**src/rtl/hazard_ctrl.sv**
```systemverilog
// Pipeline sequencing controller: load-use/branch/jump/mem-wait hazards drive stall, flush and post-stall/post-flush controls.
// Latency: stall/flush/hold are combinational; ifid_poststall/ifid_postflush and statistics update one cycle later.
module hazard_ctrl #(
    parameter int REG_AW   = 3,
    parameter int MAX_WAIT = 15,
    parameter int CNT_W    = 16
) (
    input  logic              clk,
    input  logic              rst,
    input  logic [REG_AW-1:0] id_rs,
    input  logic [REG_AW-1:0] id_rt,
    input  logic              id_use_rs,
    input  logic              id_use_rt,
    input  logic              ex_memread,
    input  logic [REG_AW-1:0] ex_rd,
    input  logic              id_jump,
    input  logic              ex_branch_taken,
    input  logic              mem_busy,
    input  logic              clr_stats,
    output logic              pc_stall,
    output logic              ifid_stall,
    output logic              ifid_poststall,
    output logic              ifid_postflush,
    output logic              idex_flush,
    output logic              pipe_hold,
    output logic              mem_timeout,
    output logic [CNT_W-1:0]  stall_count,
    output logic [CNT_W-1:0]  flush_count
);
    localparam int WW = $clog2(MAX_WAIT + 1);

    typedef enum logic [1:0] {RUN, MEMWAIT, FLUSH} state_t;

    state_t           state_q, state_d;
    logic             squash_q;
    logic             poststall_q;
    logic [WW-1:0]    wait_cnt_q;
    logic             timeout_q;
    logic [CNT_W-1:0] stall_cnt_q;
    logic [CNT_W-1:0] flush_cnt_q;

    logic load_use;
    logic stall;
    logic flush_acc;

    always_comb begin
        load_use = ex_memread && (ex_rd != '0) &&
                   ((id_use_rs && (id_rs == ex_rd)) || (id_use_rt && (id_rt == ex_rd)));
        stall     = mem_busy | (load_use & ~ex_branch_taken);
        // A jump is masked by a load-use stall; ID re-presents it on the next cycle.
        flush_acc = ~mem_busy & (ex_branch_taken | (id_jump & ~load_use));
        if (mem_busy) begin
            state_d = MEMWAIT;
        end else if (flush_acc) begin
            state_d = FLUSH;
        end else begin
            state_d = RUN;
        end
    end

    always_ff @(posedge clk) begin
        if (rst) begin
            state_q     <= RUN;
            squash_q    <= 1'b1;
            poststall_q <= 1'b0;
            wait_cnt_q  <= '0;
            timeout_q   <= 1'b0;
            stall_cnt_q <= '0;
            flush_cnt_q <= '0;
        end else begin
            state_q     <= state_d;
            squash_q    <= 1'b0;
            poststall_q <= stall;

            if (!mem_busy) begin
                wait_cnt_q <= '0;
            end else if (wait_cnt_q != WW'(MAX_WAIT)) begin
                wait_cnt_q <= wait_cnt_q + WW'(1);
            end

            // Fires on the first busy cycle beyond the tolerated MAX_WAIT run.
            if (mem_busy && (wait_cnt_q == WW'(MAX_WAIT))) begin
                timeout_q <= 1'b1;
            end

            if (clr_stats) begin
                stall_cnt_q <= '0;
                flush_cnt_q <= '0;
            end else begin
                if (stall && (stall_cnt_q != '1)) begin
                    stall_cnt_q <= stall_cnt_q + CNT_W'(1);
                end
                if (flush_acc && (flush_cnt_q != '1)) begin
                    flush_cnt_q <= flush_cnt_q + CNT_W'(1);
                end
            end
        end
    end

    // The reset-time squash covers the first fetch, which the FSM state alone cannot express.
    assign ifid_postflush = (state_q == FLUSH) | squash_q;
    assign ifid_poststall = poststall_q;
    assign pc_stall       = stall;
    assign ifid_stall     = stall;
    assign idex_flush     = ~mem_busy & (ex_branch_taken | load_use);
    assign pipe_hold      = mem_busy;
    assign mem_timeout    = timeout_q;
    assign stall_count    = stall_cnt_q;
    assign flush_count    = flush_cnt_q;
endmodule

```
**config.mk**
```make
export PLATFORM = sky130hd
export DESIGN_NAME = hazard_ctrl
export DESIGN_NICKNAME = d
export VERILOG_FILES = /design/src/rtl/hazard_ctrl.sv
export SDC_FILE = /design/constraint.sdc
export NUM_CORES = 1
export LEC_CHECK = 0
export BUFFER_PORTS_ARGS = -buffer_cell sky130_fd_sc_hd__buf_2
export CAP_MARGIN = 20
export CORE_ASPECT_RATIO = 1.75
export CORE_MARGIN = 3
export CORE_UTILIZATION = 53
export CTS_CLUSTER_DIAMETER = 40
export DETAILED_ROUTE_END_ITERATION = 6
export PLACE_DENSITY = 0.8
export SYNTH_ARGS = -nofsm -noshare
export SYNTH_HDL_FRONTEND = slang
export SYNTH_SLANG_ARGS = --single-unit
```
**constraint.sdc**
```tcl
create_clock -name clk -period 2.6 [get_ports clk]
set_clock_uncertainty 0.15 [all_clocks]
set_input_delay 0.26 -clock clk [delete_from_list [all_inputs] [get_ports clk]]
set_output_delay 0.26 -clock clk [all_outputs]
set_load 0.1 [all_outputs]
```
-- Word-level counts from Yosys, hierarchy flattened
Cells that the tools add are included.
- bitwise operators: 11
- reduce and logical (&&, ||, !) cells: 12
- equality and inequality tests: 7
- add/sub/neg operators: 3
- mux-type cells: 3
- operators by type and width (cell ; number):
    16-bit by 1-bit adder with 16-bit output (second input constant) ; 2
    16-bit inequality test (second input constant) ; 2
    1-bit logical AND ; 7
    3-bit == test ; 2
    2-bit OR reduction ; 3
    4-bit by 1-bit adder with 4-bit output (second input constant) ; 1
    1-bit AND ; 4
    4-bit == test (second input constant) ; 1
    4-bit inequality test (second input constant) ; 1
    1-bit bitwise OR ; 4
    1-bit NOT ; 3
    3-bit nonzero test ; 1
    2-bit == test (second input constant) ; 1
    1-bit 2-to-1 mux ; 2
    2-bit 2-to-1 mux ; 1
    1-bit logical OR ; 1
- output and inout port bits: 39
- input bits: 18
- bits in registers: 41

-- Logic depth before layout (Yosys ltp)
- depth in word-level cells: 10
- gate-level depth with buffers: 8
- gate-level depth less buffers: 6

-- Least setup slack after synthesis
OpenSTA, ideal clock, no wires.
- path type: register -> register
- from: reg flush_cnt_q[0] (netlist: flush_count[0])
- to: reg flush_cnt_q[12] (netlist: flush_count[12])
- required time: 2.291 ns
- cell stages (with the launch flop): 7
- buffers on the path: 1
- arrival: 2.591 ns
- path slack: -0.301 ns
- setup time: 0.159 ns
- cell sequence: dfxtp_1 -> ha_1 -> clkbuf_1 -> nand2_1 -> or4b_2 -> o311ai_0 -> o31ai_1
- cells in the longest elaborated chain, start to end: 2
- elaborated cells between the ends (all ways): 3
- classes of those cells: 1 x add/sub; 1 x eq/ne; 1 x reduce/logical
- ends and longest elaborated chain (what ; line ; RTL):
    from (decl) ; 40 ; logic [CNT_W-1:0] flush_cnt_q;
    from (signal assigned) ; 94 ; flush_cnt_q <= flush_cnt_q + CNT_W'(1);
    parallel branches: the longest is 2 deep, another holds 16-bit by 1-bit adder with 16-bit output ; n/a ;
Several ways; the timed one is not identified.
A chain may end at the register's enable or synchronous reset.

-- Worst setup path after layout
Same ends and word-level chain as after synthesis.

==> flow_metrics.py <==
metrics = {
    "route": {
        "drc_errors": 0,
        "post_drt_wl_per_cell_um": 15.39,
        "first_pass_iters": 4,
        "dr_total_vias": 2257,
        "drt-total-wl_um": 5694,
        "routed_via_density": 6.100,
        "drt_iter0_markers": 68,
        "ant_nets": 0,
    },
    "logic_synthesis": {
        "seq_area_frac_synth": 0.3589,
        "syn_nets": 290,
        "synth_edf_count": 0,
        "ys_types": 48,
        "synthFlopType": "dfxtp_1",
        "ys_ff_latch": 41,
        "syn-cell-area_um2": 2287,
        "yosys-top-cells-area": "dfxtp_1 (36%), mux2i_1 (7.9%), nand2_1 (5.3%)",
        "synthTopCellsByCount": "dfxtp_1 (41), nand2_1 (32), a21oi_1 (19), or3_1 (19), mux2i_1 (18)",
        "synthArstFlopShare": 0,
        "yosysTopAreaCell": "dfxtp_1",
        "ys_warn_count": 0,
        "synth_area_per_cell_um2": 8.503,
        "yosys.area.top_type_share": 0.3589,
        "yosysMostFrequentCell": "dfxtp_1",
        "postSynthCellCount": 269,
    },
    "setup_path": {
        "critPathArrivalTime_ns": 2.23,
        "r2r-end": "flush_count[12]$_SDFFE_PP0P_",
        "crit_fanout": 8,
        "cp_slowest_cell": "or4b_2",
        "critical-path-top-delay-family": "simple AND/OR/NAND/NOR gates",
        "r2r-start": "flush_count[0]$_SDFFE_PP0P_",
        "cp.required_ns": 2.63,
        "r2r_slack_ns": 0.39,
        "path_cells": "ha_1 -> nand2_1 -> or4b_2 -> o311ai_0 -> o31ai_1",
        "path_class": "reg2reg",
        "path_buf_inv": 0,
        "ff2ff_path_depth": 5,
        "worstSetupEndpointType": "flip-flop",
        "startpoint_type": "flip-flop",
        "slowest_delay_ns": 0.67,
    },
    "clock_tree": {
        "post_cts_resized": 0,
        "cts_hold_buf": 0,
        "clockBufferDepth": 2,
        "cts-root-buf": "clkbuf_8",
        "cts_tree": "built",
        "clk_pin_slew_ns": 0.09,
        "clock_latency_ns": 0.30,
        "htreeDepth": 2,
        "post_cts_buffers": 0,
        "cts_made_buffers": 5,
        "clkSinkCount": 41,
    },
    "sta": {
        "rsz0062_at_grt": "false",
        "max_slew_margin": 0.6121,
        "fmaxAchievable_mhz": 453.0,
        "setup_violations": 0,
        "drv_slew": 0,
        "period_minus_slack_ns": 2.207,
        "hold_viol": 0,
        "timing.final.crit_share": 0.8490,
        "finalWorstSetupSlack_ns": 0.3927,
        "worstMarginPinSlew_ns": 0.5769,
    },
    "floorplan": {
        "start_util": 0.5511,
        "dieArea_um2": 5171,
        "num_rows": 31,
        "die_h_um": 92.90,
        "core_um2": 4150,
        "die_x_um": 55.66,
        "ioPinCount": 57,
    },
    "global_route": {
        "grt_pass1_vias": 2104,
        "grt_max_degree": 27,
        "antenna_found_initial": 0,
        "grt_pass1_wl_um": 9321,
        "grtUsageTotal": 0.2195,
        "grt-ovfl-total": 0,
    },
    "placed_design": {
        "gp_congestion": 0.8352,
        "place_ws_ns": 0.3238,
        "dp_hpwl_um": 4021,
        "place_area_um2": 2609,
        "dpl.cell_count": 362,
        "port-buffer-count": 56,
    },
    "worst_hold_path": {
        "min_from": "rst",
        "hold_end": "squash_q$_DFF_P_",
        "holdPathStages": 1,
        "hp-class": "in2reg",
    },
    "cells_and_area": {
        "antenna_cells": 0,
        "drive_gt1_frac": 0.2835,
        "nNetsFinal": 341,
        "stdcell_count": 370,
        "syn2layout_area_growth_pct": 19.09,
        "fin_area_um2": 2724,
    },
    "power_and_ir_drop": {
        "powerDensity_nw_per_um2": 490.9,
        "intPower_uw": 970.4,
        "pwr-share-seq": 0.478,
        "ir_drop_mv": 0.5815,
        "power_switching_uw": 366.7,
        "switching_share": 0.2743,
        "p_clk_frac": 0.395,
        "power_leakage_nw": 1.074,
        "combPwrFrac": 0.127,
    },
    "flow_run": {
        "cap_viol_max_count": 0,
    },
    "run_status": {
        "status": "completed",
    },
}
[power groups by stage]
stage	Clock (mW)	Sequential (mW)	Combinational, mW
6_report	0.528	0.639	0.170
4_1_cts	0.535	0.639	0.170
3_3_place_gp	0	0.654	0.167
3_5_place_dp	0	0.654	0.170
2_1_floorplan	0	0.674	0.107
5_1_grt	0.556	0.640	0.182
[metrics by stage]
| step | hold slack, ns | power (mW) | setup TNS, ns | utilization |
|---|---|---|---|---|
| global placement | 0.3029 | 0.8211 | 0 | 0.6286 |
| CTS | 0.1325 | 1.345 | 0 | 0.6563 |
| finish | 0.1370 | 1.337 | 0 | 0.6563 |
| global route | 0.1464 | 1.378 | 0 | 0.6563 |
| detailed placement | 0.3164 | 0.8237 | 0 | 0.6286 |
| floorplan | 0.1377 | 0.7810 | -0.02715 | - |
[metal layers]
| metal | track usage | vias up | routed length, um |
|---|---|---|---|
| met4 | 0.08722 | 0 | 99 |
| met3 | 0.04324 | 9 | 236 |
| met5 | 0 | - | 0 |
| li1 | - | 1110 | - |
| met2 | 0.4032 | 57 | 3063 |
| met1 | 0.2418 | 1081 | 2294 |
[flip-flops by register name (all words and copies together) (netlist names)]
| signal | cells |
|---|---|
| squash_q | 1 |
| ifid_poststall | 1 |
| state_q | 2 |
| wait_cnt_q | 4 |
| mem_timeout | 1 |
| stall_count | 16 |
| flush_count | 16 |
[worst register-to-register path, delay by kind of cell, from the launching register on]
kind | cells | cell delay (ns)
AO/OA/AOI/OAI | 2 | 0.41
adder cells (fa/ha/maj) | 1 | 0.36
flip-flops | 1 | 0.36
AND/OR/NAND/NOR | 2 | 0.80
[worst max path at each step]
stage | start | end | slack, ns | cells past startpoint
after floorplan | flush_count[9]$_SDFFE_PP0P_ | flush_count[12]$_SDFFE_PP0P_ | -0.03 | 5
after global placement | ex_rd[2] | stall_count[10]$_SDFFE_PP0P_ | 0.40 | 6
after detailed placement | ex_rd[0] | stall_count[10]$_SDFFE_PP0P_ | 0.32 | 6
after CTS | flush_count[0]$_SDFFE_PP0P_ | flush_count[12]$_SDFFE_PP0P_ | 0.39 | 5
after global routing | flush_count[0]$_SDFFE_PP0P_ | flush_count[12]$_SDFFE_PP0P_ | 0.27 | 5
final | flush_count[0]$_SDFFE_PP0P_ | flush_count[12]$_SDFFE_PP0P_ | 0.39 | 5
[cell type report]
class | count | area (um2)
flip-flops and latches | 41 | 834.6
multi-input cells | 206 | 1343
well taps | 49 | 61.31
inverters | 4 | 15.01
repair buffers | 62 | 355.3
clock inverters | 3 | 46.29
clock buffers | 5 | 68.82
fillers | 379 | 1426
[cell usage in the layout (no fill, tap or decap), drive strengths merged, types with 3 or more instances in the layout]
master / count
xnor2: 7
ha: 3
nor4: 3
nand2: 32
a21oi: 19
dfxtp: 41
and4: 3
o31ai: 10
or4: 8
nor3: 3
or3: 19
and2: 3
nand4: 11
mux2i: 18
clkbuf: 5
buf: 62
nor2: 12
inv: 4
and3: 7
a211oi: 11
nand3: 14
[logic make-up (layout without fill, tap and decap cells)]
| family | count (synthesis) | count (layout) | synth area share |
|---|---|---|---|
| buffers and inverters | 22 | 74 | 0.05525 |
| AND/OR/NAND/NOR | 122 | 122 | 0.2954 |
| adder cells (fa/ha/maj) | 3 | 3 | 0.01641 |
| multiplexers | 18 | 18 | 0.07877 |
| XOR/XNOR | 7 | 7 | 0.02681 |
| flip-flops | 41 | 41 | 0.3589 |
| AO/OA/AOI/OAI | 56 | 56 | 0.1685 |
(Power assumes the default switching activity.)
